<file path="config.mk">
export PLATFORM = sky130hd
export DESIGN_NAME = alu_mdu_control
export DESIGN_NICKNAME = d
export VERILOG_FILES = /design/src/rtl/alu_pkg.sv /design/src/rtl/mdu_divider.sv /design/src/rtl/alu_mdu_control.sv
export SDC_FILE = /design/constraint.sdc
export NUM_CORES = 2
export LEC_CHECK = 0
export CAP_MARGIN = 10
export CORE_MARGIN = 1
export CORE_UTILIZATION = 30
export DETAILED_ROUTE_END_ITERATION = 10
export SLEW_MARGIN = 20
export SYNTH_ARGS = -nofsm -noshare
export SYNTH_HDL_FRONTEND = slang
export SYNTH_HIERARCHICAL = 1
export SYNTH_SLANG_ARGS = --single-unit
</file>
<file path="constraint.sdc">
create_clock -name i_clk -period 8.8 [get_ports i_clk]
set_clock_uncertainty 0.1 [all_clocks]
set_input_delay 2.2 -clock i_clk [delete_from_list [all_inputs] [get_ports i_clk]]
set_output_delay 2.2 -clock i_clk [all_outputs]
set_load 0.03 [all_outputs]
</file>
<file path="src/rtl/alu_pkg.sv">
// Shared constants for the EX-stage ALU/MDU control block: aluop and funct
// encodings, ALU configuration codes and the MDU state encoding.
package alu_pkg;

    localparam logic [2:0] ALUOP_MEM    = 3'b000;
    localparam logic [2:0] ALUOP_BRANCH = 3'b001;
    localparam logic [2:0] ALUOP_RTYPE  = 3'b010;
    localparam logic [2:0] ALUOP_ANDI   = 3'b011;
    localparam logic [2:0] ALUOP_SLTI   = 3'b100;

    localparam logic [5:0] F_SLL   = 6'h00;
    localparam logic [5:0] F_SRL   = 6'h02;
    localparam logic [5:0] F_SRA   = 6'h03;
    localparam logic [5:0] F_ADD   = 6'h20;
    localparam logic [5:0] F_ADDU  = 6'h21;
    localparam logic [5:0] F_SUB   = 6'h22;
    localparam logic [5:0] F_SUBU  = 6'h23;
    localparam logic [5:0] F_AND   = 6'h24;
    localparam logic [5:0] F_OR    = 6'h25;
    localparam logic [5:0] F_XOR   = 6'h26;
    localparam logic [5:0] F_NOR   = 6'h27;
    localparam logic [5:0] F_SLT   = 6'h2a;
    localparam logic [5:0] F_SLTU  = 6'h2b;

    localparam logic [5:0] F_MFHI  = 6'h10;
    localparam logic [5:0] F_MTHI  = 6'h11;
    localparam logic [5:0] F_MFLO  = 6'h12;
    localparam logic [5:0] F_MTLO  = 6'h13;
    localparam logic [5:0] F_MULT  = 6'h18;
    localparam logic [5:0] F_MULTU = 6'h19;
    localparam logic [5:0] F_DIV   = 6'h1a;
    localparam logic [5:0] F_DIVU  = 6'h1b;

    localparam logic [3:0] ALUCONF_AND = 4'd0;
    localparam logic [3:0] ALUCONF_OR  = 4'd1;
    localparam logic [3:0] ALUCONF_ADD = 4'd2;
    localparam logic [3:0] ALUCONF_SUB = 4'd3;
    localparam logic [3:0] ALUCONF_SLT = 4'd4;
    localparam logic [3:0] ALUCONF_NOR = 4'd5;
    localparam logic [3:0] ALUCONF_XOR = 4'd6;
    localparam logic [3:0] ALUCONF_SLL = 4'd7;
    localparam logic [3:0] ALUCONF_SRL = 4'd8;
    localparam logic [3:0] ALUCONF_SRA = 4'd9;

    typedef enum logic [1:0] {
        MDU_IDLE = 2'b00,
        MDU_MUL  = 2'b01,
        MDU_DIV  = 2'b10,
        MDU_DONE = 2'b11
    } mdu_state_e;

    function automatic logic is_hilo_funct(input logic [5:0] funct);
        logic hit;
        case (funct)
            F_MFHI, F_MTHI, F_MFLO, F_MTLO,
            F_MULT, F_MULTU, F_DIV, F_DIVU: hit = 1'b1;
            default:                        hit = 1'b0;
        endcase
        return hit;
    endfunction

endpackage

</file>
<file path="src/rtl/mdu_divider.sv">
// Iterative restoring unsigned divider, one quotient bit per clock. The first
// bit is produced at the start edge; o_done flags the cycle of the last step.
module mdu_divider #(
    parameter int DATA_W = 32
) (
    input  logic              i_clk,
    input  logic              i_rst,
    input  logic              i_start,
    input  logic [DATA_W-1:0] i_dividend,
    input  logic [DATA_W-1:0] i_divisor,
    output logic              o_done,
    output logic [DATA_W-1:0] o_quotient,
    output logic [DATA_W-1:0] o_remainder
);

    localparam int CNT_W = $clog2(DATA_W);

    logic [DATA_W-1:0] rem_q, rem_d, quo_q, quo_d, dvs_q, dvs_d;
    logic [DATA_W-1:0] src_rem_s, src_quo_s, src_dvs_s, step_rem_s, step_quo_s;
    logic [DATA_W:0]   shifted_s, diff_s;
    logic              qbit_s;
    logic [CNT_W-1:0]  cnt_q, cnt_d;
    logic              run_q, run_d;

    // One restoring step, fed from the inputs on start and from the registers otherwise
    always_comb begin
        if (i_start) begin
            src_rem_s = '0;
            src_quo_s = i_dividend;
            src_dvs_s = i_divisor;
        end else begin
            src_rem_s = rem_q;
            src_quo_s = quo_q;
            src_dvs_s = dvs_q;
        end
        shifted_s = {src_rem_s, src_quo_s[DATA_W-1]};
        diff_s    = shifted_s - {1'b0, src_dvs_s};
        qbit_s    = (shifted_s >= {1'b0, src_dvs_s});
        if (qbit_s) begin
            step_rem_s = diff_s[DATA_W-1:0];
        end else begin
            step_rem_s = shifted_s[DATA_W-1:0];
        end
        step_quo_s = {src_quo_s[DATA_W-2:0], qbit_s};
    end

    // Step sequencing; a new start always overrides an operation in flight
    always_comb begin
        rem_d = rem_q;
        quo_d = quo_q;
        dvs_d = dvs_q;
        cnt_d = cnt_q;
        run_d = run_q;
        if (i_start) begin
            rem_d = step_rem_s;
            quo_d = step_quo_s;
            dvs_d = i_divisor;
            cnt_d = CNT_W'(DATA_W - 2);
            run_d = 1'b1;
        end else if (run_q) begin
            rem_d = step_rem_s;
            quo_d = step_quo_s;
            if (cnt_q == '0) begin
                run_d = 1'b0;
            end else begin
                cnt_d = cnt_q - CNT_W'(1);
            end
        end else begin
            run_d = 1'b0;
        end
    end

    // State registers
    always_ff @(posedge i_clk) begin
        if (i_rst) begin
            rem_q <= '0;
            quo_q <= '0;
            dvs_q <= '0;
            cnt_q <= '0;
            run_q <= 1'b0;
        end else begin
            rem_q <= rem_d;
            quo_q <= quo_d;
            dvs_q <= dvs_d;
            cnt_q <= cnt_d;
            run_q <= run_d;
        end
    end

    assign o_done      = run_q & (cnt_q == '0);
    assign o_quotient  = quo_q;
    assign o_remainder = rem_q;

endmodule

</file>
<file path="src/rtl/alu_mdu_control.sv">
// EX-stage ALU control decode plus multi-cycle multiply/divide unit with HI/LO.
// Optional macro ALU_MDU_FAST_DIV0_EN: divide by zero skips the iterative phase.
module alu_mdu_control
    import alu_pkg::*;
#(
    parameter int DATA_W  = 32,
    parameter int MUL_LAT = 3
) (
    input  logic              i_clk,
    input  logic              i_rst,
    input  logic              i_valid,
    input  logic [2:0]        i_aluop,
    input  logic [5:0]        i_funct,
    input  logic [DATA_W-1:0] i_rs_data,
    input  logic [DATA_W-1:0] i_rt_data,
    output logic [3:0]        o_aluconf,
    output logic              o_sign,
    output logic              o_hilo_sel,
    output logic [DATA_W-1:0] o_hilo_data,
    output logic              o_busy,
    output logic              o_stall
);

    localparam int CNT_W = (MUL_LAT > 1) ? $clog2(MUL_LAT) : 1;
`ifdef ALU_MDU_FAST_DIV0_EN
    localparam logic FAST_DIV0 = 1'b1;
`else
    localparam logic FAST_DIV0 = 1'b0;
`endif

    logic [3:0]          aluconf_s;
    logic                sign_s;
    logic                is_rtype_s, hilo_op_s, busy_s, stall_s, accept_s;
    logic                is_mfhi_s, is_mflo_s, is_div_funct_s, rt_zero_s;
    logic [DATA_W-1:0]   abs_a_s, abs_b_s;
    logic [2*DATA_W-1:0] mul_a_s, mul_b_s, prod_s;
    logic                div_start_s, div_done_s;
    logic [DATA_W-1:0]   div_quo_s, div_rem_s;

    mdu_state_e        state_q, state_d;
    logic [CNT_W-1:0]  cnt_q, cnt_d;
    logic [DATA_W-1:0] hi_q, hi_d, lo_q, lo_d, op_a_q, op_a_d, op_b_q, op_b_d;
    logic              mul_sgn_q, mul_sgn_d, q_neg_q, q_neg_d, r_neg_q, r_neg_d;
    logic              div0_q, div0_d, is_div_q, is_div_d;

    // ALU configuration and signedness decode
    always_comb begin
        aluconf_s = ALUCONF_ADD;
        sign_s    = 1'b1;
        case (i_aluop)
            ALUOP_MEM:    aluconf_s = ALUCONF_ADD;
            ALUOP_BRANCH: aluconf_s = ALUCONF_SUB;
            ALUOP_ANDI:   aluconf_s = ALUCONF_AND;
            ALUOP_SLTI:   aluconf_s = ALUCONF_SLT;
            ALUOP_RTYPE: begin
                case (i_funct)
                    F_ADD, F_ADDU: aluconf_s = ALUCONF_ADD;
                    F_SUB, F_SUBU: aluconf_s = ALUCONF_SUB;
                    F_AND:         aluconf_s = ALUCONF_AND;
                    F_OR:          aluconf_s = ALUCONF_OR;
                    F_XOR:         aluconf_s = ALUCONF_XOR;
                    F_NOR:         aluconf_s = ALUCONF_NOR;
                    F_SLT, F_SLTU: aluconf_s = ALUCONF_SLT;
                    F_SLL:         aluconf_s = ALUCONF_SLL;
                    F_SRL:         aluconf_s = ALUCONF_SRL;
                    F_SRA:         aluconf_s = ALUCONF_SRA;
                    default:       aluconf_s = ALUCONF_ADD;
                endcase
                case (i_funct)
                    F_ADDU, F_SUBU, F_SLTU, F_MULTU, F_DIVU: sign_s = 1'b0;
                    default:                                 sign_s = 1'b1;
                endcase
            end
            default:      aluconf_s = ALUCONF_ADD;
        endcase
    end

    assign is_rtype_s     = (i_aluop == ALUOP_RTYPE);
    assign hilo_op_s      = i_valid & is_rtype_s & is_hilo_funct(i_funct);
    assign busy_s         = (state_q != MDU_IDLE);
    assign stall_s        = hilo_op_s & busy_s;
    assign accept_s       = hilo_op_s & ~busy_s;
    assign is_mfhi_s      = accept_s & (i_funct == F_MFHI);
    assign is_mflo_s      = accept_s & (i_funct == F_MFLO);
    assign is_div_funct_s = (i_funct == F_DIV) | (i_funct == F_DIVU);
    assign rt_zero_s      = (i_rt_data == '0);
    assign div_start_s    = accept_s & is_div_funct_s & ~(FAST_DIV0 & rt_zero_s);

    // Operand magnitudes for the divider and sign-extended multiply operands
    always_comb begin
        if (sign_s & i_rs_data[DATA_W-1]) begin
            abs_a_s = -i_rs_data;
        end else begin
            abs_a_s = i_rs_data;
        end
        if (sign_s & i_rt_data[DATA_W-1]) begin
            abs_b_s = -i_rt_data;
        end else begin
            abs_b_s = i_rt_data;
        end
        mul_a_s = {{DATA_W{mul_sgn_q & op_a_q[DATA_W-1]}}, op_a_q};
        mul_b_s = {{DATA_W{mul_sgn_q & op_b_q[DATA_W-1]}}, op_b_q};
        prod_s  = mul_a_s * mul_b_s;
    end

    mdu_divider #(
        .DATA_W (DATA_W)
    ) u_divider (
        .i_clk       (i_clk),
        .i_rst       (i_rst),
        .i_start     (div_start_s),
        .i_dividend  (abs_a_s),
        .i_divisor   (abs_b_s),
        .o_done      (div_done_s),
        .o_quotient  (div_quo_s),
        .o_remainder (div_rem_s)
    );

    // MDU sequencing; the divider keeps its own step count, the top counts multiply latency
    always_comb begin
        state_d   = state_q;
        cnt_d     = cnt_q;
        hi_d      = hi_q;
        lo_d      = lo_q;
        op_a_d    = op_a_q;
        op_b_d    = op_b_q;
        mul_sgn_d = mul_sgn_q;
        q_neg_d   = q_neg_q;
        r_neg_d   = r_neg_q;
        div0_d    = div0_q;
        is_div_d  = is_div_q;
        case (state_q)
            MDU_IDLE: begin
                if (accept_s) begin
                    case (i_funct)
                        F_MULT, F_MULTU: begin
                            state_d   = MDU_MUL;
                            cnt_d     = CNT_W'(MUL_LAT - 1);
                            op_a_d    = i_rs_data;
                            op_b_d    = i_rt_data;
                            mul_sgn_d = sign_s;
                        end
                        F_DIV, F_DIVU: begin
                            op_a_d   = i_rs_data;
                            op_b_d   = i_rt_data;
                            q_neg_d  = sign_s & (i_rs_data[DATA_W-1] ^ i_rt_data[DATA_W-1]);
                            r_neg_d  = sign_s & i_rs_data[DATA_W-1];
                            div0_d   = rt_zero_s;
                            is_div_d = 1'b1;
                            if (FAST_DIV0 & rt_zero_s) begin
                                state_d = MDU_DONE;
                            end else begin
                                state_d = MDU_DIV;
                            end
                        end
                        F_MTHI:  hi_d = i_rs_data;
                        F_MTLO:  lo_d = i_rs_data;
                        default: state_d = MDU_IDLE;
                    endcase
                end else begin
                    state_d = MDU_IDLE;
                end
            end
            MDU_MUL: begin
                if (cnt_q == '0) begin
                    hi_d    = prod_s[2*DATA_W-1:DATA_W];
                    lo_d    = prod_s[DATA_W-1:0];
                    state_d = MDU_DONE;
                end else begin
                    cnt_d = cnt_q - CNT_W'(1);
                end
            end
            MDU_DIV: begin
                if (div_done_s) begin
                    state_d = MDU_DONE;
                end else begin
                    state_d = MDU_DIV;
                end
            end
            MDU_DONE: begin
                if (is_div_q) begin
                    if (div0_q) begin
                        lo_d = '1;
                        hi_d = op_a_q;
                    end else begin
                        lo_d = q_neg_q ? -div_quo_s : div_quo_s;
                        hi_d = r_neg_q ? -div_rem_s : div_rem_s;
                    end
                end else begin
                    lo_d = lo_q;
                end
                state_d  = MDU_IDLE;
                cnt_d    = '0;
                is_div_d = 1'b0;
                div0_d   = 1'b0;
            end
            default: state_d = MDU_IDLE;
        endcase
    end

    // State and HI/LO registers; reset discards any operation in flight
    always_ff @(posedge i_clk) begin
        if (i_rst) begin
            state_q   <= MDU_IDLE;
            cnt_q     <= '0;
            hi_q      <= '0;
            lo_q      <= '0;
            op_a_q    <= '0;
            op_b_q    <= '0;
            mul_sgn_q <= 1'b0;
            q_neg_q   <= 1'b0;
            r_neg_q   <= 1'b0;
            div0_q    <= 1'b0;
            is_div_q  <= 1'b0;
        end else begin
            state_q   <= state_d;
            cnt_q     <= cnt_d;
            hi_q      <= hi_d;
            lo_q      <= lo_d;
            op_a_q    <= op_a_d;
            op_b_q    <= op_b_d;
            mul_sgn_q <= mul_sgn_d;
            q_neg_q   <= q_neg_d;
            r_neg_q   <= r_neg_d;
            div0_q    <= div0_d;
            is_div_q  <= is_div_d;
        end
    end

    // HI/LO read path toward the EX result mux
    always_comb begin
        if (is_mfhi_s) begin
            o_hilo_data = hi_q;
        end else if (is_mflo_s) begin
            o_hilo_data = lo_q;
        end else begin
            o_hilo_data = '0;
        end
    end

    assign o_hilo_sel = is_mfhi_s | is_mflo_s;
    assign o_aluconf  = aluconf_s;
    assign o_sign     = sign_s;
    assign o_busy     = busy_s;
    assign o_stall    = stall_s;

endmodule

</file>
==> flow_summary.yaml <==
worst_setup_path:
  critPathMaxStageDelay_ns: 0.57
  path_class: "reg -> reg"
  cp.arrival_ns: 8.81
  path_max_fanout: 18
  crit_top_cell: "fa_1"
  start_kind: "register"
  cp.required_ns: 9.15
  regToRegSetupSlack_ns: 0.34
  cpMaxStageDelayCell: "fa_1"
  setup.worst_path.end_class: "register"
sta:
  worstMarginPinSlew_ns: 1.19
  finalHoldViolCount: 0
  rsz0062_at_grt: "false"
  fmax_mhz: 118
  min_period_ns: 8.46
  fin_tns_setup_ns: 0
  max_slew_margin: 0.202
  final.setup.worst_slack_ns: 0.342
  slew_violations: 0
  setup-violations-final: 0
  finalCritPeriodShare: 0.961
placed_design:
  io_buffers: 115
  routabilityCongestion: 0.947
  hpwl_um: 140000
  pre_cts_slack_ns: 0.282
logic_synthesis:
  yosysWarnings: 6
  syn-num-nets: 7763
  synth_top_family_by_area: "adder cells"
  syn_area_um2: 53800
  synth_compound_area_frac: 0.104
  yosysUniqueCellTypes: 89
  yosys-mux-area-fraction: 0.0145
  synth_xor_area_frac: 0.0340
  synthAdderAreaFrac: 0.479
  synth-edff-count: 0
  synthCells: 6303
  yosys.area_share.simple: 0.169
  yosysSeqAreaShare: 0.0889
  async_flop_share: 0
  yosys_register_bits: 239
  synthFlopType: "dfxtp_1"
  synth_area_per_cell_um2: 8.53
final_layout:
  drive_gt1_frac: 0.0515
  area_growth_pct: 9.72
  fillers: 18500
  fin_nets: 7688
power:
  p_clk_frac: 0.499
  internal_power_mw: 1.94
  p_per_area_nw_per_um2: 44.7
  switching_share: 0.264
  peakVddDrop_mv: 0.176
  power_leakage_nw: 26.8
  seqPwrFrac: 0.412
  comb_power_share: 0.089
  switchingPower_mw: 0.696
outcome:
  outcome: "finished clean"
detailed_routing:
  drtIter0Drc: 3423
  routed_via_density: 5.06
  drc: 0
  drtPass1Iterations: 6
  drt-total-wl_um: 174000
  ant_nets: 0
  wl_per_cell_um: 20.3
  vias: 43600
floorplanning:
  coreArea_um2: 178000
  row_count: 155
  start_util: 0.302
  dieArea_um2: 181000
  die_h_um: 425
  ioPinCount: 116
  die_x_um: 425
global_route:
  grt_util_all_layers: 0.193
  grtUsageMet3: 0.0237
  grt_antenna_before_repair: 4
  grt_pass1_wl_um: 273000
  gr-total-overflow: 0
  grt_pass1_vias: 46100
  use_met2: 0.330
  use_met1: 0.254
  grt_max_degree: 91
  busiest_layer: "met2"
cts:
  htreeDepth: 1
  clock-root-buffer: "clkbuf_16"
  clockBufferDepth: 3
  clk_pin_slew_ns: 0.07
  cts_sinks: 239
  clkLatencyLatePin_ns: 0.61
  numCtsBuffers: 30
  cts_tree: "yes"
job:
  maxCapViolations: 0
worst_hold_path:
  worstHoldPathType: "reg -> reg"
## state kept, by name, indices dropped and copies added (netlist names), 2 cells and up
| register | flops |
|---|---|
| hi_q | 32 |
| u_divider/dvs_q | 32 |
| op_a_q | 32 |
| u_divider/cnt_q | 5 |
| cnt_q | 2 |
| lo_q | 32 |
| op_b_q | 32 |
| u_divider/o_remainder | 32 |
| u_divider/o_quotient | 32 |
| state_q | 2 |
## worst max-delay path, delay by kind of cell, from the launching register on
family,cells,cell delay [ns]
buf+inv,5,0.55
flops,1,0.54
compound gates,5,1.41
simple gates,6,1.27
fa+ha+maj,9,4.42
## final timing paths
check | to | startpoint | cells past startpoint
max reg2reg | hi_q[26] | op_b_q[9] | 25
max | hi_q[26] | op_b_q[9] | 25
min reg2reg | op_b_q[3] | op_b_q[3] | 2
min | op_b_q[3] | op_b_q[3] | 2
## final cells by class
class	instances	area, um^2	area share
multi-input cells	4494	43100	0.731
flip-flops and latches	239	4810	0.0815
inverters	1163	4370	0.0740
well taps	2355	2950	0.0499
repair buffers	300	2740	0.0464
clock buffers	42	866	0.0147
clock inverters	12	164	0.00278
diodes	1	2.50	0.0000424
## power groups by stage
| stage | combinational [mW] | clock, mW | sequential (mW) |
|---|---|---|---|
| 5_1_grt | 0.247 | 1.36 | 1.09 |
| 6_report | 0.236 | 1.32 | 1.09 |
| 3_5_place_dp | 0.231 | 0 | 1.11 |
| 4_1_cts | 0.232 | 1.32 | 1.09 |
| 2_1_floorplan | 0.118 | 0 | 1.11 |
| 3_3_place_gp | 0.230 | 0 | 1.11 |
## through the flow
step                utilization  instances  power, mW  instance area, um^2  hold WS [ns]
floorplan                     -       6303       1.23                53800         0.357
global placement          0.325       8551       1.34                58000         0.340
detailed placement        0.325       8551       1.34                58000         0.346
CTS                       0.331       8605       2.64                59000         0.355
global route              0.331       8605       2.70                59000         0.380
finish                    0.331       8606       2.64                59000         0.355
## synthesized netlist by cell type (16+ instances only)
| cell | instances | share of area |
|---|---|---|
| inv_1 | 1163 | 0.081 |
| fa_1 | 1126 | 0.42 |
| nand2_1 | 1023 | 0.071 |
| clkbuf_1 | 375 | 0.026 |
| and2_1 | 357 | 0.042 |
| a21oi_1 | 261 | 0.024 |
| ha_1 | 258 | 0.060 |
| nor2_1 | 257 | 0.018 |
| dfxtp_1 | 239 | 0.089 |
| o21ai_0 | 200 | 0.019 |
| xnor2_1 | 144 | 0.023 |
| mux2i_1 | 73 | 0.014 |
| xor2_1 | 65 | 0.011 |
| nor3_1 | 55 | 0.0051 |
| nor2b_1 | 47 | 0.0055 |
| o31ai_1 | 46 | 0.0064 |
| a21o_1 | 43 | 0.0060 |
| nand3_1 | 40 | 0.0037 |
| a22o_1 | 33 | 0.0054 |
| and3_1 | 30 | 0.0035 |
| a221oi_1 | 27 | 0.0044 |
| a31oi_1 | 25 | 0.0029 |
| nand4_1 | 25 | 0.0029 |
| nand2b_1 | 20 | 0.0023 |
| o211ai_1 | 20 | 0.0028 |
| o41ai_1 | 19 | 0.0031 |
| nor4_1 | 18 | 0.0021 |
| o21bai_1 | 18 | 0.0025 |
| a22oi_1 | 17 | 0.0024 |
| o21a_1 | 17 | 0.0024 |
| or3_1 | 16 | 0.0019 |
## timing repair
item	4_1_cts	5_1_grt
resized for setup	0	13
endpoints found under the setup margin	0	10
hold buffers	0	0
buffers inserted	0	0
## cell families (layout without fill, tap and decap cells)
kind of cell             after synthesis  in the layout
adder cells (fa/ha/maj)             1384           1384
AND/OR/NAND/NOR                     1962           1962
multiplexers                          77             77
flip-flops                           239            239
XOR/XNOR                             209            209
buffers and inverters               1570           1517
AO/OA/AOI/OAI                        862            862
other                                  0              1
## cells in the final DEF (no fill, tap or decap), drive strengths merged, types with 56 or more instances in the layout
master,n
fa,1126
clkdlybuf4s50,114
a21oi,262
buf,186
nor3,56
xor2,65
nand2,1024
ha,258
mux2i,73
xnor2,144
o21ai,207
inv,1163
dfxtp,239
nor2,259
and2,358
## metal layers
layer / vias up / part of all wire
li1: 19300 / -
met1: 22400 / 0.41
met2: 1594 / 0.49
met3: 276 / 0.072
met4: 0 / 0.034
met5: - / 0
Power figures use the tool's default switching activity.
